--- config.mk ---
export PLATFORM = sky130hd
export DESIGN_NAME = int_reg_file
export DESIGN_NICKNAME = d
export VERILOG_FILES = /design/src/rtl/int_reg_file.sv
export SDC_FILE = /design/constraint.sdc
export NUM_CORES = 2
export LEC_CHECK = 0
export ABC_AREA = 0
export BUFFER_PORTS_ARGS = -buffer_cell sky130_fd_sc_hd__buf_2
export CAP_MARGIN = 10
export CORE_ASPECT_RATIO = 1.75
export CORE_UTILIZATION = 68
export CTS_CLUSTER_DIAMETER = 120
export DETAILED_ROUTE_END_ITERATION = 10
export PLACE_DENSITY = 0.9
export SYNTH_ARGS = -nofsm -noshare
export SYNTH_HDL_FRONTEND = slang
export SYNTH_SLANG_ARGS = --single-unit
export TNS_END_PERCENT = 30
--- constraint.sdc ---
create_clock -name clk -period 7.8 [get_ports clk]
set_input_delay 0 -clock clk [delete_from_list [all_inputs] [get_ports clk]]
set_output_delay 0 -clock clk [all_outputs]
set_load 0.03 [all_outputs]
--- src/rtl/int_reg_file.sv ---
// Parametrised integer register file with a post-reset clear sweep, write-to-read
// bypass and a per-register busy scoreboard for the issue stage.
module int_reg_file #(
    parameter int unsigned XLEN   = 32,
    parameter int unsigned NREGS  = 32,
    parameter bit          BYPASS = 1'b1,
    parameter int unsigned AW     = $clog2(NREGS)
) (
    input  logic            clk,
    input  logic            rst,
    output logic            ready,
    input  logic            rd_wen,
    input  logic [AW-1:0]   rd_addr,
    input  logic [XLEN-1:0] rd_wdata,
    input  logic            rsv_en,
    input  logic [AW-1:0]   rsv_addr,
    input  logic [AW-1:0]   rs1_addr,
    input  logic [AW-1:0]   rs2_addr,
    output logic [XLEN-1:0] rs1_rdata,
    output logic [XLEN-1:0] rs2_rdata,
    output logic            rs1_busy,
    output logic            rs2_busy
);

    typedef enum logic [0:0] {StClear, StRun} state_e;

    state_e          state_q, state_d;
    logic [AW-1:0]   cnt_q, cnt_d;
    logic [XLEN-1:0] regs_q [NREGS];
    logic [NREGS-1:0] busy_q, busy_d;

    logic            run_wen;
    logic            rsv_hit;
    logic            wr_en;
    logic [AW-1:0]   wr_addr;
    logic [XLEN-1:0] wr_data;
    logic [XLEN-1:0] rs1_rdata_d, rs2_rdata_d;
    logic            rs1_busy_d, rs2_busy_d;

    assign ready   = (state_q == StRun);
    assign run_wen = ready && rd_wen && (rd_addr != '0);
    assign rsv_hit = ready && rsv_en && (rsv_addr != '0);

    // The sweep and writeback share the single array write port.
    assign wr_en   = (state_q == StClear) || run_wen;
    assign wr_addr = (state_q == StClear) ? cnt_q : rd_addr;
    assign wr_data = (state_q == StClear) ? '0 : rd_wdata;

    always_comb begin
        state_d = state_q;
        cnt_d   = cnt_q;
        if (state_q == StClear) begin
            cnt_d = cnt_q + AW'(1);
            if (cnt_q == AW'(NREGS - 1)) begin
                state_d = StRun;
            end
        end
    end

    // Reservation is applied after the write clear so a new producer wins.
    always_comb begin
        busy_d = busy_q;
        if (run_wen) begin
            busy_d[rd_addr] = 1'b0;
        end
        if (rsv_hit) begin
            busy_d[rsv_addr] = 1'b1;
        end
        busy_d[0] = 1'b0;
    end

    always_comb begin
        rs1_rdata_d = '0;
        rs2_rdata_d = '0;
        rs1_busy_d  = 1'b0;
        rs2_busy_d  = 1'b0;
        if (ready) begin
            if (rs1_addr != '0) begin
                rs1_rdata_d = (BYPASS && run_wen && (rd_addr == rs1_addr)) ?
                              rd_wdata : regs_q[rs1_addr];
                rs1_busy_d  = busy_d[rs1_addr];
            end
            if (rs2_addr != '0) begin
                rs2_rdata_d = (BYPASS && run_wen && (rd_addr == rs2_addr)) ?
                              rd_wdata : regs_q[rs2_addr];
                rs2_busy_d  = busy_d[rs2_addr];
            end
        end
    end

    always_ff @(posedge clk or posedge rst) begin
        if (rst) begin
            state_q   <= StClear;
            cnt_q     <= AW'(1);
            busy_q    <= '0;
            rs1_rdata <= '0;
            rs2_rdata <= '0;
            rs1_busy  <= 1'b0;
            rs2_busy  <= 1'b0;
        end else begin
            state_q   <= state_d;
            cnt_q     <= cnt_d;
            busy_q    <= busy_d;
            rs1_rdata <= rs1_rdata_d;
            rs2_rdata <= rs2_rdata_d;
            rs1_busy  <= rs1_busy_d;
            rs2_busy  <= rs2_busy_d;
        end
    end

    // Storage is not reset; the clear sweep zeroes it after every reset.
    always_ff @(posedge clk) begin
        for (int i = 0; i < NREGS; i++) begin
            if (i == 0) begin
                regs_q[i] <= '0;
            end else if (wr_en && (wr_addr == AW'(i))) begin
                regs_q[i] <= wr_data;
            end
        end
    end

endmodule

# Yosys cells after proc, flatten, opt, wreduce, memory -nomap -nowiden
# Memory sizes are Yosys's and may differ from the RTL's.
# Cells that the tools add are included.
# W data, S select, Z words.
totals:
  register_bits: 103
  mem_bits_rw: 1024
  inputBits: 56
  output_inout_bits: 67
  wordCells: 303
  memories: 1
mem_list:
  columns: ["name", "depth", "width", "read_ports", "rd_clocked_by_memory_dff", "write_ports", "line", "rtl"]
  rows:
  - ["regs_q", 32, 32, 2, 0, 2, "29", "logic [XLEN-1:0] regs_q [NREGS];"]
classes:
  n_addsub: 1
  order_cmp: 6
  n_eq_ne: 34
  n_mux: 176
  n_bitwise: 4
  reduce_logical: 74
op_table:
  columns: ["operator", "count"]
  rows:
  - ["$mux W32", 39]
  - ["$reduce_or A32 Y1", 30]
  - ["$mux W5", 31]
  - ["$mux W1", 102]
  - ["$eq A5 B5 Y1 const B", 17]
  - ["$eq A5 B4 Y1 const B", 8]
  - ["$logic_and A1 B1 Y1", 39]
  - ["$and A32 B32 Y32", 1]
  - ["$not A32 Y32", 1]
  - ["$or A32 B32 Y32", 1]
  - ["$lt A5 B6 Y1 const B", 4]
  - ["$eq A5 B3 Y1 const B", 4]
  - ["$reduce_bool A5 Y1", 4]
  - ["$bmux W1 S5", 2]
  - ["$demux W1 S5", 2]
  - ["$eq A5 B2 Y1 const B", 2]
  - ["$eq A5 B5 Y1", 2]
  - ["$ge A5 B1 Y1 const B", 2]
  - ["$add A5 B1 Y5 const B", 1]
  - ["$eq A5 B1 Y1 const B", 1]
  - ["$logic_or A1 B1 Y1", 1]
  - ["$not A1 Y1", 1]

# Logic depth before layout (Yosys ltp)
depth:
  depth_word: 37
  ltp_mapped: 9
  ltp_nobuf: 6

# Worst setup path after synthesis
# Ideal clock, no wire load.
synth_timing:
  path_type: "register to register"
  from: "register state_q, in the netlist ready"
  to: "memory regs_q[6][0] (enable)"
  setup_time_ps: 421
  arrival_ps: 3162
  required_time_ps: 7379
  slack_ps: 4217
  stages_incl_launch_ff: 8
  path_buffers: 3
  period_less_slack_ps: 3583
  cell_sequence: "dfrtp_1 -> buf_2 -> clkbuf_1 -> buf_1 -> nand4b_1 -> o21ai_0 -> nand2_1 -> nor2_1"
synth_lines:
  columns: ["item", "line", "rtl"]
  rows:
  - ["start, declared", "27", "state_e state_q, state_d;"]
  - ["start signal, assigned", "93", "state_q <= StClear;"]
  - ["start signal, assigned", "101", "state_q <= state_d;"]
  - ["end, declared", "29", null]

# Worst setup path in the final report
layout_timing:
  from: "register state_q, in the netlist ready"
  to: "register rs1_rdata[4]"
layout_between:
  elab_chain_len: 6
layout_rtl:
  columns: ["item", "line", "rtl"]
  rows:
  - ["$logic_and A1 B1 Y1 (2 in a row)", "41", "assign run_wen = ready && rd_wen && (rd_addr != '0);"]
  - ["$logic_and A1 B1 Y1", "79", "rs1_rdata_d = (BYPASS && run_wen && (rd_addr == rs1_addr)) ?"]
  - ["$mux W32", "79", null]
  - ["$mux W32", "78", "if (rs1_addr != '0) begin"]
  - ["$mux W32 (*)", "77", "if (ready) begin"]
  - ["named net rs1_rdata_d[4]", "37", "logic [XLEN-1:0] rs1_rdata_d, rs2_rdata_d;"]
  - ["end signal, assigned", "104", "rs1_rdata <= rs1_rdata_d;"]
  - ["end, declared", "19", "output logic [XLEN-1:0] rs1_rdata,"]
# The timed path passes the listed nets; every way through them passes the cells marked *.
# A chain may end at the register's enable or synchronous reset.

==> impl_metrics.py <==
metrics = {
    "synth": {
        "synth_nets": 2733,
        "syn_inst": 2675,
        "async_flop_share_pct": 9.41,
        "ys_warn_count": 0,
        "synth_seq_area_share_pct": 63.7,
        "ys_types": 59,
        "syn_area_sq_um": 50800,
        "synth_edf_count": 992,
        "avgSynthCellArea_sq_um": 19.0,
        "ys.flop_type": "edfxtp_1",
        "ys_ff_latch": 1095,
    },
    "cts": {
        "cts_setup_buffers": 0,
        "h-tree-depth": 3,
        "cts_resized": 0,
        "path_clk_slew_ns": 0.07,
        "postCtsHoldBufs": 64,
        "cts_tree": "yes",
        "clock_latency_ns": 0.74,
        "numCtsBuffers": 92,
        "clock_path_buffers": 3,
        "cts.sinks": 1095,
        "clockRootBuffer": "clkbuf_16",
    },
    "global_routing": {
        "grt_remaining_overflow": 0,
        "grt_pass1_vias": 33800,
        "grt_use_total_pct": 44.5,
        "grt_max_degree": 170,
        "grt_pass1_wl_microns": 235000,
        "antenna_found_initial": 4,
    },
    "floorplanning": {
        "dieArea_sq_um": 75900,
        "start_util_pct": 68.7,
        "row_count": 132,
        "die_w_microns": 209,
        "ios": 123,
        "die_h_microns": 364,
        "core_area_sq_um": 74000,
    },
    "cells_and_area": {
        "fin_util_pct": 76.1,
        "regArea_sq_um": 32400,
        "nets": 2860,
        "n_fill_cell": 3629,
        "synthToLayoutAreaGrowth_pct": 10.7,
        "multi_input_area_sq_um": 17800,
        "drive_gt1_share_pct": 34.6,
    },
    "outcome": {
        "status": "finished clean",
    },
    "critical_path": {
        "worstPathRequired_ns": 8.44,
        "end_kind": "register",
        "r2r_slack_ns": 3.14,
        "arrival_ns": 5.30,
        "worstSetupPathType": "register to register",
        "cp-start-kind": "register",
        "crit_path_max_fanout": 65,
    },
    "power_and_ir_drop": {
        "power_frac_clock_pct": 38.7,
        "intPower_w": 0.00963,
        "switching_share_pct": 24.1,
        "p_switching_w": 0.00305,
        "powerDensity_nw_per_um2": 225,
        "p_seq_share_pct": 51.4,
        "power_leakage_nw": 18.3,
        "ir_worst_vdd_v": 0.000197,
        "combPwrFrac_pct": 9.9,
    },
    "sta": {
        "fin_setup_tns_ns": 0,
        "worst_slew_pin_slew_ns": 1.40,
        "fin_worst_skew_ns": 0.0467,
        "setup_viol": 0,
        "period_share_pct": 59.8,
        "grt_setup_unrepaired": "no",
        "fmax_mhz": 214,
        "slew-limit-headroom_pct": 6.98,
        "period_needed_ns": 4.66,
        "hold_viol": 0,
        "drv_slew": 0,
    },
    "min_path": {
        "holdCritPathClass": "input port to register",
    },
    "flow_run": {
        "cap_viol_max_count": 0,
    },
    "drt": {
        "drc": 0,
        "drtAntennaViolNets": 0,
        "avgViaCountPerCell": 8.62,
        "dr.pass1.iters": 6,
        "via_count": 33000,
        "finalWirelength_microns": 165000,
        "drt_iter0_drc": 6636,
        "wl_per_cell_microns": 43.2,
    },
    "placement": {
        "gp_congestion": 0.882,
        "port_buffers": 122,
        "dp.final_hpwl_microns": 78400,
    },
}
[routing by layer]
layer  global-route usage (%)  routed length (microns)  vias to the layer above
met2                     68.0                    76300                     4103
met3                     14.6                    24700                     1223
met4                     38.7                    18000                        8
met5                    0.383                       75                        -
li1                         -                        -                    11600
met1                     50.6                    45900                    16000
[power by group through the flow]
| stage | Sequential (W) | Combinational, W | Clock [W] |
|---|---|---|---|
| global route | 0.00652 | 0.00129 | 0.00507 |
| finish | 0.00652 | 0.00126 | 0.00491 |
| global placement | 0.00664 | 0.00112 | 0 |
| floorplan | 0.00672 | 0.000712 | 0 |
| detailed placement | 0.00664 | 0.00116 | 0 |
| CTS | 0.00652 | 0.00122 | 0.00488 |
[synthesized netlist by cell type, drive strengths merged, types with 15 or more instances]
library cell | n | area (sq um)
mux2i | 97 | 971
mux2 | 97 | 1090
a221oi | 36 | 315
o21ai | 128 | 641
inv | 15 | 56.3
mux4 | 515 | 11600
edfxtp | 992 | 29800
nand2b | 16 | 100
and2 | 32 | 200
nand3 | 21 | 105
nor2 | 58 | 218
clkbuf | 89 | 334
nand2 | 110 | 413
a22oi | 31 | 233
buf | 123 | 617
o22ai | 33 | 206
dfrtp | 102 | 2550
a22o | 30 | 263
a21oi | 15 | 75.1
[stage by stage]
stage / cell area [sq um] / cells / hold WS [ns] / worst slack (ns) / total power (W)
after floorplan: 50800 / 2675 / 0.117 / 4.22 / 0.00743
after global placement: 52500 / 3582 / 0.189 / 4.06 / 0.00776
after detailed placement: 52500 / 3582 / 0.182 / 3.85 / 0.00780
after CTS: 56300 / 3818 / 0.0192 / 3.64 / 0.0126
after global routing: 56300 / 3818 / 0.0927 / 3.28 / 0.0129
final: 56300 / 3821 / 0.0578 / 3.14 / 0.0127
[worst paths after layout]
check / startpoint / to / cells after the start
hold / removal: rd_addr[3] / busy_q[9] / 4
setup reg to reg: ready / rs1_rdata[4] / 5
setup / recovery: ready / rs1_rdata[4] / 5
max in group asynchronous: rst / ready / 5
hold reg to reg: busy_q[30] / busy_q[30] / 2
min in group asynchronous: rst / rs2_rdata[20] / 4
[area by class of cell]
cell class | count | area share, %
repair buffers | 245 | 3.15
well taps | 938 | 2.09
diodes | 3 | 0.0133
multi-input cells | 1353 | 31.6
clock inverters | 59 | 1.07
inverters | 15 | 0.105
flip-flops and latches | 1095 | 57.5
clock buffers | 113 | 4.47
[flip-flops by register name, summed over array words and instances (netlist names)]
name       flops
ready          1
busy_q        31
rs1_rdata     32
cnt_q          5
rs2_busy       1
rs1_busy       1
regs_q       992
rs2_rdata     32
[worst max-delay path, cell delays in order (launching register included)]
cell           delay, ns
dfrtp_4             0.52
buf_4               0.80
o31a_1              1.13
nand2b_2            1.06
o21ai_0             0.44
dlygate4sd3_1       0.59
[cell families (layout without fill, tap and decap cells)]
group	count (synthesis)	in the layout	synth area share (%)
and+or+nand+nor	306	306	3.01
adders and majority gates	2	2	0.0492
other	0	3	0
buffers and inverters	227	432	1.98
xor gates and xnor gates	13	13	0.224
muxes	709	709	26.9
DFF	1095	1095	63.7
AOI/OAI and AO/OA	323	323	4.20
[layout by cell type (no fill, tap or decap), drive strengths merged, types with 7 or more instances in the layout]
cell type / instances
xnor2: 9
mux2: 97
a22o: 30
mux4: 515
a21oi: 15
dlygate4sd3: 64
clkbuf: 113
nand3: 21
dfrtp: 102
and2: 32
or2: 10
nand3b: 7
o21ai: 128
bufinv: 11
a31oi: 9
nor2b: 7
clkinv: 39
nand2: 110
mux2i: 97
a22oi: 31
edfxtp: 992
buf: 181
o22ai: 33
inv: 18
nand2b: 16
nor2: 58
o21a: 10
a221oi: 36
(Power assumes the default switching activity.)
